`src/rtl/ram_arbiter.sv`:
```
// ram_arbiter: shares one single-port synchronous RAM between the CPU data port
// and the screen fetch engine. The CPU has priority. A starvation limit forces one
// screen slot after MAX_CPU_STREAK consecutive CPU slots while a burst is pending.
//
// Optional feature macro: ARB_STATS_EN adds the saturating counters cpu_stall_cnt
// and scr_burst_cnt. Arbitration is identical with or without the macro.
//
// Ports:
//   clk, reset        clock, synchronous active-high reset
//   cpu_req/we/addr/wdata   CPU request (held until cpu_gnt)
//   cpu_gnt           combinational grant: the access issues to RAM this cycle
//   cpu_rvalid/rdata  CPU read return, one cycle after a read grant
//   scr_req/addr      screen burst request and base address
//   scr_busy          burst in progress
//   scr_rvalid/rdata/rindex/done  screen burst word return
//   mem_addr/we/wdata/rdata       RAM interface (address and controls combinational)
//   cpu_stall_cnt, scr_burst_cnt  statistics (ARB_STATS_EN only)
module ram_arbiter #(
   parameter int unsigned DATA_WIDTH     = 16,
   parameter int unsigned ADDR_WIDTH     = 12,
   parameter int unsigned BURST_LEN      = 4,
   parameter int unsigned MAX_CPU_STREAK = 8
) (
   input  logic                          clk,
   input  logic                          reset,
   input  logic                          cpu_req,
   input  logic                          cpu_we,
   input  logic [ADDR_WIDTH-1:0]         cpu_addr,
   input  logic [DATA_WIDTH-1:0]         cpu_wdata,
   output logic                          cpu_gnt,
   output logic                          cpu_rvalid,
   output logic [DATA_WIDTH-1:0]         cpu_rdata,
   input  logic                          scr_req,
   input  logic [ADDR_WIDTH-1:0]         scr_addr,
   output logic                          scr_busy,
   output logic                          scr_rvalid,
   output logic [DATA_WIDTH-1:0]         scr_rdata,
   output logic [$clog2(BURST_LEN)-1:0]  scr_rindex,
   output logic                          scr_done,
   output logic [ADDR_WIDTH-1:0]         mem_addr,
   output logic                          mem_we,
   output logic [DATA_WIDTH-1:0]         mem_wdata,
   input  logic [DATA_WIDTH-1:0]         mem_rdata
`ifdef ARB_STATS_EN
   ,
   output logic [31:0]                   cpu_stall_cnt,
   output logic [15:0]                   scr_burst_cnt
`endif
);

   localparam int unsigned IDX_W    = $clog2(BURST_LEN);
   localparam int unsigned STREAK_W = $clog2(MAX_CPU_STREAK + 1);
   localparam logic [IDX_W-1:0]    IDX_LAST   = IDX_W'(BURST_LEN - 1);
   localparam logic [STREAK_W-1:0] STREAK_MAX = STREAK_W'(MAX_CPU_STREAK);

   typedef enum logic {
      IDLE  = 1'b0,
      BURST = 1'b1
   } state_t;

   state_t                state, state_nxt;
   logic [ADDR_WIDTH-1:0] base, base_nxt;
   logic [IDX_W-1:0]      idx, idx_nxt;
   logic [STREAK_W-1:0]   streak, streak_nxt;
   logic                  cpu_slot;
   logic                  scr_slot;
   logic                  last_word;

   // Read data is shared; the rvalid strobes tell the owners apart.
   assign cpu_rdata = mem_rdata;
   assign scr_rdata = mem_rdata;
   assign mem_wdata = cpu_wdata;
   assign scr_busy  = (state == BURST);

   // Slot decision, burst bookkeeping and RAM address/control.
   always_comb begin
      state_nxt  = state;
      base_nxt   = base;
      idx_nxt    = idx;
      streak_nxt = streak;
      cpu_slot   = 1'b0;
      scr_slot   = 1'b0;
      last_word  = 1'b0;
      cpu_gnt    = 1'b0;
      mem_we     = 1'b0;
      mem_addr   = cpu_addr;

      if (!reset) begin
         if (cpu_req && !(state == BURST && streak == STREAK_MAX)) begin
            cpu_slot = 1'b1;
            cpu_gnt  = 1'b1;
            mem_we   = cpu_we;
            if (state == BURST) begin
               streak_nxt = streak + STREAK_W'(1);
            end
         end else if (state == BURST) begin
            scr_slot   = 1'b1;
            mem_addr   = base + ADDR_WIDTH'(idx);
            streak_nxt = '0;
            if (idx == IDX_LAST) begin
               state_nxt = IDLE;
               last_word = 1'b1;
            end else begin
               idx_nxt = idx + IDX_W'(1);
            end
         end

         // Acceptance only from IDLE; the first screen word issues next cycle.
         if (state == IDLE && scr_req) begin
            base_nxt   = scr_addr;
            idx_nxt    = '0;
            streak_nxt = '0;
            state_nxt  = BURST;
         end
      end
   end

   // State and read-return registers.
   always_ff @(posedge clk) begin
      if (reset) begin
         state      <= IDLE;
         base       <= '0;
         idx        <= '0;
         streak     <= '0;
         cpu_rvalid <= 1'b0;
         scr_rvalid <= 1'b0;
         scr_done   <= 1'b0;
         scr_rindex <= '0;
      end else begin
         state      <= state_nxt;
         base       <= base_nxt;
         idx        <= idx_nxt;
         streak     <= streak_nxt;
         cpu_rvalid <= cpu_slot && !cpu_we;
         scr_rvalid <= scr_slot;
         scr_done   <= last_word;
         scr_rindex <= idx;
      end
   end

`ifdef ARB_STATS_EN
   // Saturating statistics counters.
   always_ff @(posedge clk) begin
      if (reset) begin
         cpu_stall_cnt <= '0;
         scr_burst_cnt <= '0;
      end else begin
         if (cpu_req && !cpu_gnt && (cpu_stall_cnt != '1)) begin
            cpu_stall_cnt <= cpu_stall_cnt + 32'd1;
         end
         if (scr_done && (scr_burst_cnt != '1)) begin
            scr_burst_cnt <= scr_burst_cnt + 16'd1;
         end
      end
   end
`endif

endmodule

```
`config.mk`:
```
export PLATFORM = sky130hd
export DESIGN_NAME = ram_arbiter
export DESIGN_NICKNAME = d
export VERILOG_FILES = /design/src/rtl/ram_arbiter.sv
export SDC_FILE = /design/constraint.sdc
export NUM_CORES = 1
export LEC_CHECK = 0
export CORE_MARGIN = 5
export CORE_UTILIZATION = 31
export DETAILED_ROUTE_END_ITERATION = 6
export PLACE_DENSITY = 0.79
export SLEW_MARGIN = 10
export SYNTH_ARGS = -nofsm -noshare
export SYNTH_HDL_FRONTEND = slang
export SYNTH_SLANG_ARGS = --single-unit
```
`constraint.sdc`:
```
create_clock -name clk -period 2 [get_ports clk]
set_clock_uncertainty 0.05 [all_clocks]
set_input_delay 0.5 -clock clk [delete_from_list [all_inputs] [get_ports clk]]
set_output_delay 0.5 -clock clk [all_outputs]
set_load 0.01 [all_outputs]
```
# ---- Yosys cells after proc, flatten, opt, wreduce, memory -nomap -nowiden
# Cells that the tools add are included.
dict set report classes {
  add_sub_neg 3
  n_eq_ne 3
  muxes 16
  bitwise_logic 3
  reduce_logical 10
}
# operator count
set op_table {}
lappend op_table {{$mux W12} 3}
lappend op_table {{$add A12 B2 Y12} 1}
lappend op_table {{$mux W4} 3}
lappend op_table {{$mux W1} 10}
lappend op_table {{$add A4 B1 Y4 const B} 1}
lappend op_table {{$eq A4 B4 Y1 const B} 1}
lappend op_table {{$logic_and A1 B1 Y1} 4}
lappend op_table {{$reduce_or A2 Y1} 2}
lappend op_table {{$not A1 Y1} 3}
lappend op_table {{$reduce_and A3 Y1} 1}
lappend op_table {{$reduce_or A3 Y1} 1}
lappend op_table {{$add A2 B1 Y2 const B} 1}
lappend op_table {{$eq A2 B2 Y1 const B} 1}
lappend op_table {{$logic_not A1 Y1} 2}
lappend op_table {{$ne A2 B1 Y1 const B} 1}
dict set report totals {
  regBits 24
  input_bits 61
  out_inout_bits 68
  elab_cells 43
}

# ---- Longest topological paths before layout
dict set report depth {
  word_depth 7
  mapped_depth 7
  ltp_nobuf 7
}

# ---- Least setup slack after synthesis
# Ideal clock, no wire load.
dict set report synth_path {
  path_kind {flip-flop to output port}
  start {register idx[0]}
  end {output mem_addr[10]}
  t_arrival_ns 1.719
  t_required_ns 1.450
  path_slack_ns -0.269
  stages_incl_launch_ff 8
  cell_sequence {dfxtp_1 > ha_1 > inv_1 > fa_1 > nand3b_1 > nor3_1 > xnor2_1 > a21oi_1}
}
dict set report synth_between {
  elab_chain_len 4
}
# item line_no
set synth_lines {}
lappend synth_lines {{start, declared} 63} ;# logic [IDX_W-1:0] idx, idx_nxt;
lappend synth_lines {{start signal, assigned} 132} ;# idx <= idx_nxt;
lappend synth_lines {{$add A12 B2 Y12} 98} ;# mem_addr = base + ADDR_WIDTH'(idx);
lappend synth_lines {{$mux W12} 96} ;# end else if (state == BURST) begin
lappend synth_lines {{$mux W12} 89} ;# if (cpu_req && !(state == BURST && streak == STREAK_MAX)) begin
lappend synth_lines {{$mux W12} 88} ;# if (!reset) begin
lappend synth_lines {{end, declared} 40} ;# output logic [ADDR_WIDTH-1:0] mem_addr,
# No other way between the ends.

# ---- Worst setup path in the final report
dict set report layout_path {
  start {register base[0]}
  end {output mem_addr[10]}
}
dict set report layout_between {
  elab_chain_len 4
}
# item line_no
set layout_lines {}
lappend layout_lines {{start, declared} 62} ;# logic [ADDR_WIDTH-1:0] base, base_nxt;
lappend layout_lines {{start signal, assigned} 131} ;# base <= base_nxt;
lappend layout_lines {{$add A12 B2 Y12} 98}
lappend layout_lines {{$mux W12} 96}
lappend layout_lines {{$mux W12} 89}
lappend layout_lines {{$mux W12} 88}
# No other way between the ends.

==> impl_metrics.py <==
metrics = {
    "outcome": {
        "status": "finished with violations",
        "failed_checks": "setup timing",
    },
    "logic_synthesis": {
        "synth_mux_area_share_pct": 2.53,
        "ys_types": 34,
        "async_reset_ff_share_pct": 0,
        "synth_top_area_cell": "dfxtp_1",
        "synth_top_cell_area_share_pct": 28.6,
        "synth_seq_cells": 24,
        "synth_warnings": 0,
        "synth_compound_area_share_pct": 12.1,
        "synth_top_family_by_area": "buffers and inverters",
        "syn_area_um2": 1680,
        "syn_avg_cell_area_um2": 8.01,
        "postSynthCellCount": 210,
        "synth_edf_count": 0,
        "synth-xor-area-share_pct": 5.73,
        "synthTopCellsByArea": "dfxtp_1 29%, buf_4 21%, a21oi_1 7.1%, nand2_1 6.3%, xnor2_1 5.2%",
        "synth_fa_ha_area_share_pct": 4.91,
        "ys_seq_area_share_pct": 28.6,
        "synth_simple_gate_area_share_pct": 20.8,
        "yosys_most_used_dff": "dfxtp_1",
        "synth_nets": 277,
    },
    "sta": {
        "slew_headroom_pct": 72.9,
        "tightestPinTransition_ns": 0.406,
        "report.final.slew_viol_count": 0,
        "hold_ws_ns": 0.431,
        "setup_slack_ns": -0.591,
        "setup_tns_ns": -4.70,
        "setup_viol": 12,
        "period_share_pct": 130,
        "finalHoldViolations": 0,
        "period_needed_ns": 2.59,
        "fmax_ghz": 0.386,
        "rsz0062_at_grt": "yes",
    },
    "worst_setup_path": {
        "required_ns": 1.45,
        "end_kind": "primary output",
        "critical_path_class": "reg -> out",
        "worst_r2r_endpoint": "idx[1]$_SDFFE_PP0P_",
        "r2r_slack_ns": 0.32,
        "reg2reg_from": "streak[1]$_SDFFE_PP0P_",
        "rr_worst_depth": 8,
        "start_kind": "flop",
        "arrival_ns": 2.04,
        "cp_max_fo": 3,
    },
    "cells_and_area": {
        "fill_cells": 497,
        "multiInputGateArea_um2": 978,
        "drive_gt1_share_pct": 44.4,
        "seq_area_um2": 490,
        "layout_common_cells": "39 x buf_4, 32 x clkdlybuf4s50_1, 28 x nand2_1, 18 x dfxtp_1, 17 x a21oi_1",
        "area_delta_synth_final_pct": 50.3,
        "layout_commonest_cell": "buf_4",
        "diodes": 0,
        "nets": 327,
    },
    "routing": {
        "ant_nets": 0,
        "firstDrtPassIters": 4,
        "post_drt_wl_per_cell_um": 13.6,
        "wl_um": 4460,
        "vias_per_cell": 4.48,
        "drt_first_iter_violations": 64,
        "drc": 0,
        "vias": 1473,
    },
    "pwr": {
        "total_power_uw": 1240,
        "ir_worst_vdd_uv": 342,
        "swShare_pct": 24.9,
        "power_density_nw_per_um2": 492,
        "power_leakage_uw": 0.00105,
        "combPwrFrac_pct": 23.5,
        "p_sw_uw": 310,
        "intPower_uw": 933,
        "power.share.clock_pct": 35.3,
        "power_frac_seq_pct": 41.2,
    },
    "grt": {
        "grt_overflow": 0,
        "grt_max_degree": 22,
        "track_usage_pct": 12.7,
        "grt_first_pass_wirelength_um": 7520,
        "antenna_found_initial": 0,
        "grt_pass1_vias": 1632,
    },
    "worst_hold_path": {
        "hold_depth": 2,
        "holdCritPathClass": "reg -> reg",
        "holdPathEnd": "base[0]$_SDFFE_PP0P_",
        "hp-start": "base[0]$_SDFFE_PP0P_",
    },
    "clock_network": {
        "cts_tree": "yes",
        "cts_hold_buf": 0,
        "cts.clk_slew.worst_paths_ns": 0.09,
        "tritoncts.num_buffers": 3,
        "cts.path.max_buffers": 2,
        "root_buffer": "clkbuf_8",
        "cts_sinks": 24,
        "cts_max_level": 1,
        "clk_latency_ns": 0.27,
    },
    "floorplanning": {
        "die_area_um2": 7000,
        "io_pins": 129,
        "die_w_um": 83.7,
        "die_y_um": 83.7,
        "coreArea_um2": 5170,
        "start_util_pct": 32.5,
        "fp-row-count": 26,
    },
    "placed_design": {
        "gp_congestion": 0.826,
        "io_buffers": 48,
        "hpwl_um": 3020,
    },
    "job": {
        "maxCapViolations": 0,
    },
}
-- routing by layer --
metal | global-route usage [%] | vias to the layer above | share of wire [%]
met1 | 13.4 | 672 | 39
met5 | 0 | - | 0
met3 | 5.23 | 10 | 8.9
met4 | 2.78 | 0 | 0.61
li1 | - | 737 | -
met2 | 23.4 | 54 | 51
-- worst max-delay path, cell delays in order, from the launching register on --
cell,delay (ns)
dfxtp_2,0.36
ha_4,0.14
inv_2,0.03
fa_2,0.32
nand3b_1,0.21
buf_4,0.17
nor3_4,0.14
xnor2_1,0.17
a21oi_2,0.07
buf_2,0.14
-- area by class of cell --
| type | instances | area share, % |
|---|---|---|
| clock buffer | 3 | 1.63 |
| inverter | 7 | 1.04 |
| multi-input combinational | 125 | 38.7 |
| timing repair buffer | 99 | 34.6 |
| sequential | 24 | 19.4 |
| tap | 70 | 3.47 |
| clock inverter | 1 | 1.19 |
-- worst max path at each step --
stage	startpoint	end	slack, ns	cells after the start
global placement	reset	mem_addr[0]	-0.79	5
detailed placement	reset	mem_addr[0]	-0.81	5
finish	base[0]$_SDFFE_PP0P_	mem_addr[10]	-0.59	9
CTS	base[0]$_SDFFE_PP0P_	mem_addr[10]	-0.55	9
floorplan	idx[0]$_SDFFE_PP0P_	mem_addr[10]	-0.04	7
global route	base[0]$_SDFFE_PP0P_	mem_addr[10]	-0.69	9
-- cells by family (layout without fill, tap and decap cells) --
family,count (synthesis),count (layout)
and+or+nand+nor,71,71
buffers and inverters,61,110
AOI/OAI and AO/OA,33,33
DFF,24,24
xor gates and xnor gates,11,11
adders and majority gates,6,6
muxes,4,4
-- power by group through the flow --
| stage | registers [uW] | logic, uW | clock network, uW |
|---|---|---|---|
| after CTS | 513 | 287 | 447 |
| after detailed placement | 523 | 271 | 0 |
| after global placement | 522 | 267 | 0 |
| final | 512 | 292 | 439 |
| after global routing | 514 | 320 | 463 |
| after floorplan | 528 | 203 | 0 |
-- state kept, by name (all words and copies together), names as in the netlist --
register,cells
scr_rvalid,1
base,12
streak,4
idx,2
scr_busy,1
scr_done,1
scr_rindex,2
cpu_rvalid,1
-- cells in the mapped netlist (3+ instances only) --
master and instances:
nor2b_1 4, nor3_1 5, dfxtp_1 24, a21oi_2 3
buf_4 48, inv_1 7, ha_1 5, xnor2_1 10
nand2_1 28, nor2_1 19, a21oi_1 24
-- what timing repair did --
item | 4_1_cts | 5_1_grt
resized for setup | 95 | 18
cloned | 1 | 0
pin swaps | 15 | 9
hold endpoints to repair | 0 | 0
buffers inserted | 17 | 3
setup endpoints to repair | 14 | 14
-- per-stage QoR --
stage / worst slack [ns] / util (%) / cells / instance area [um2]
floorplan: -0.0358 / - / 210 / 1720
global route: -0.687 / 48.9 / 329 / 2530
CTS: -0.552 / 47.9 / 330 / 2480
global placement: -0.792 / 41.8 / 309 / 2160
finish: -0.591 / 48.9 / 329 / 2530
detailed placement: -0.809 / 41.8 / 309 / 2160
No activity file was read; power rests on OpenSTA's default activity.
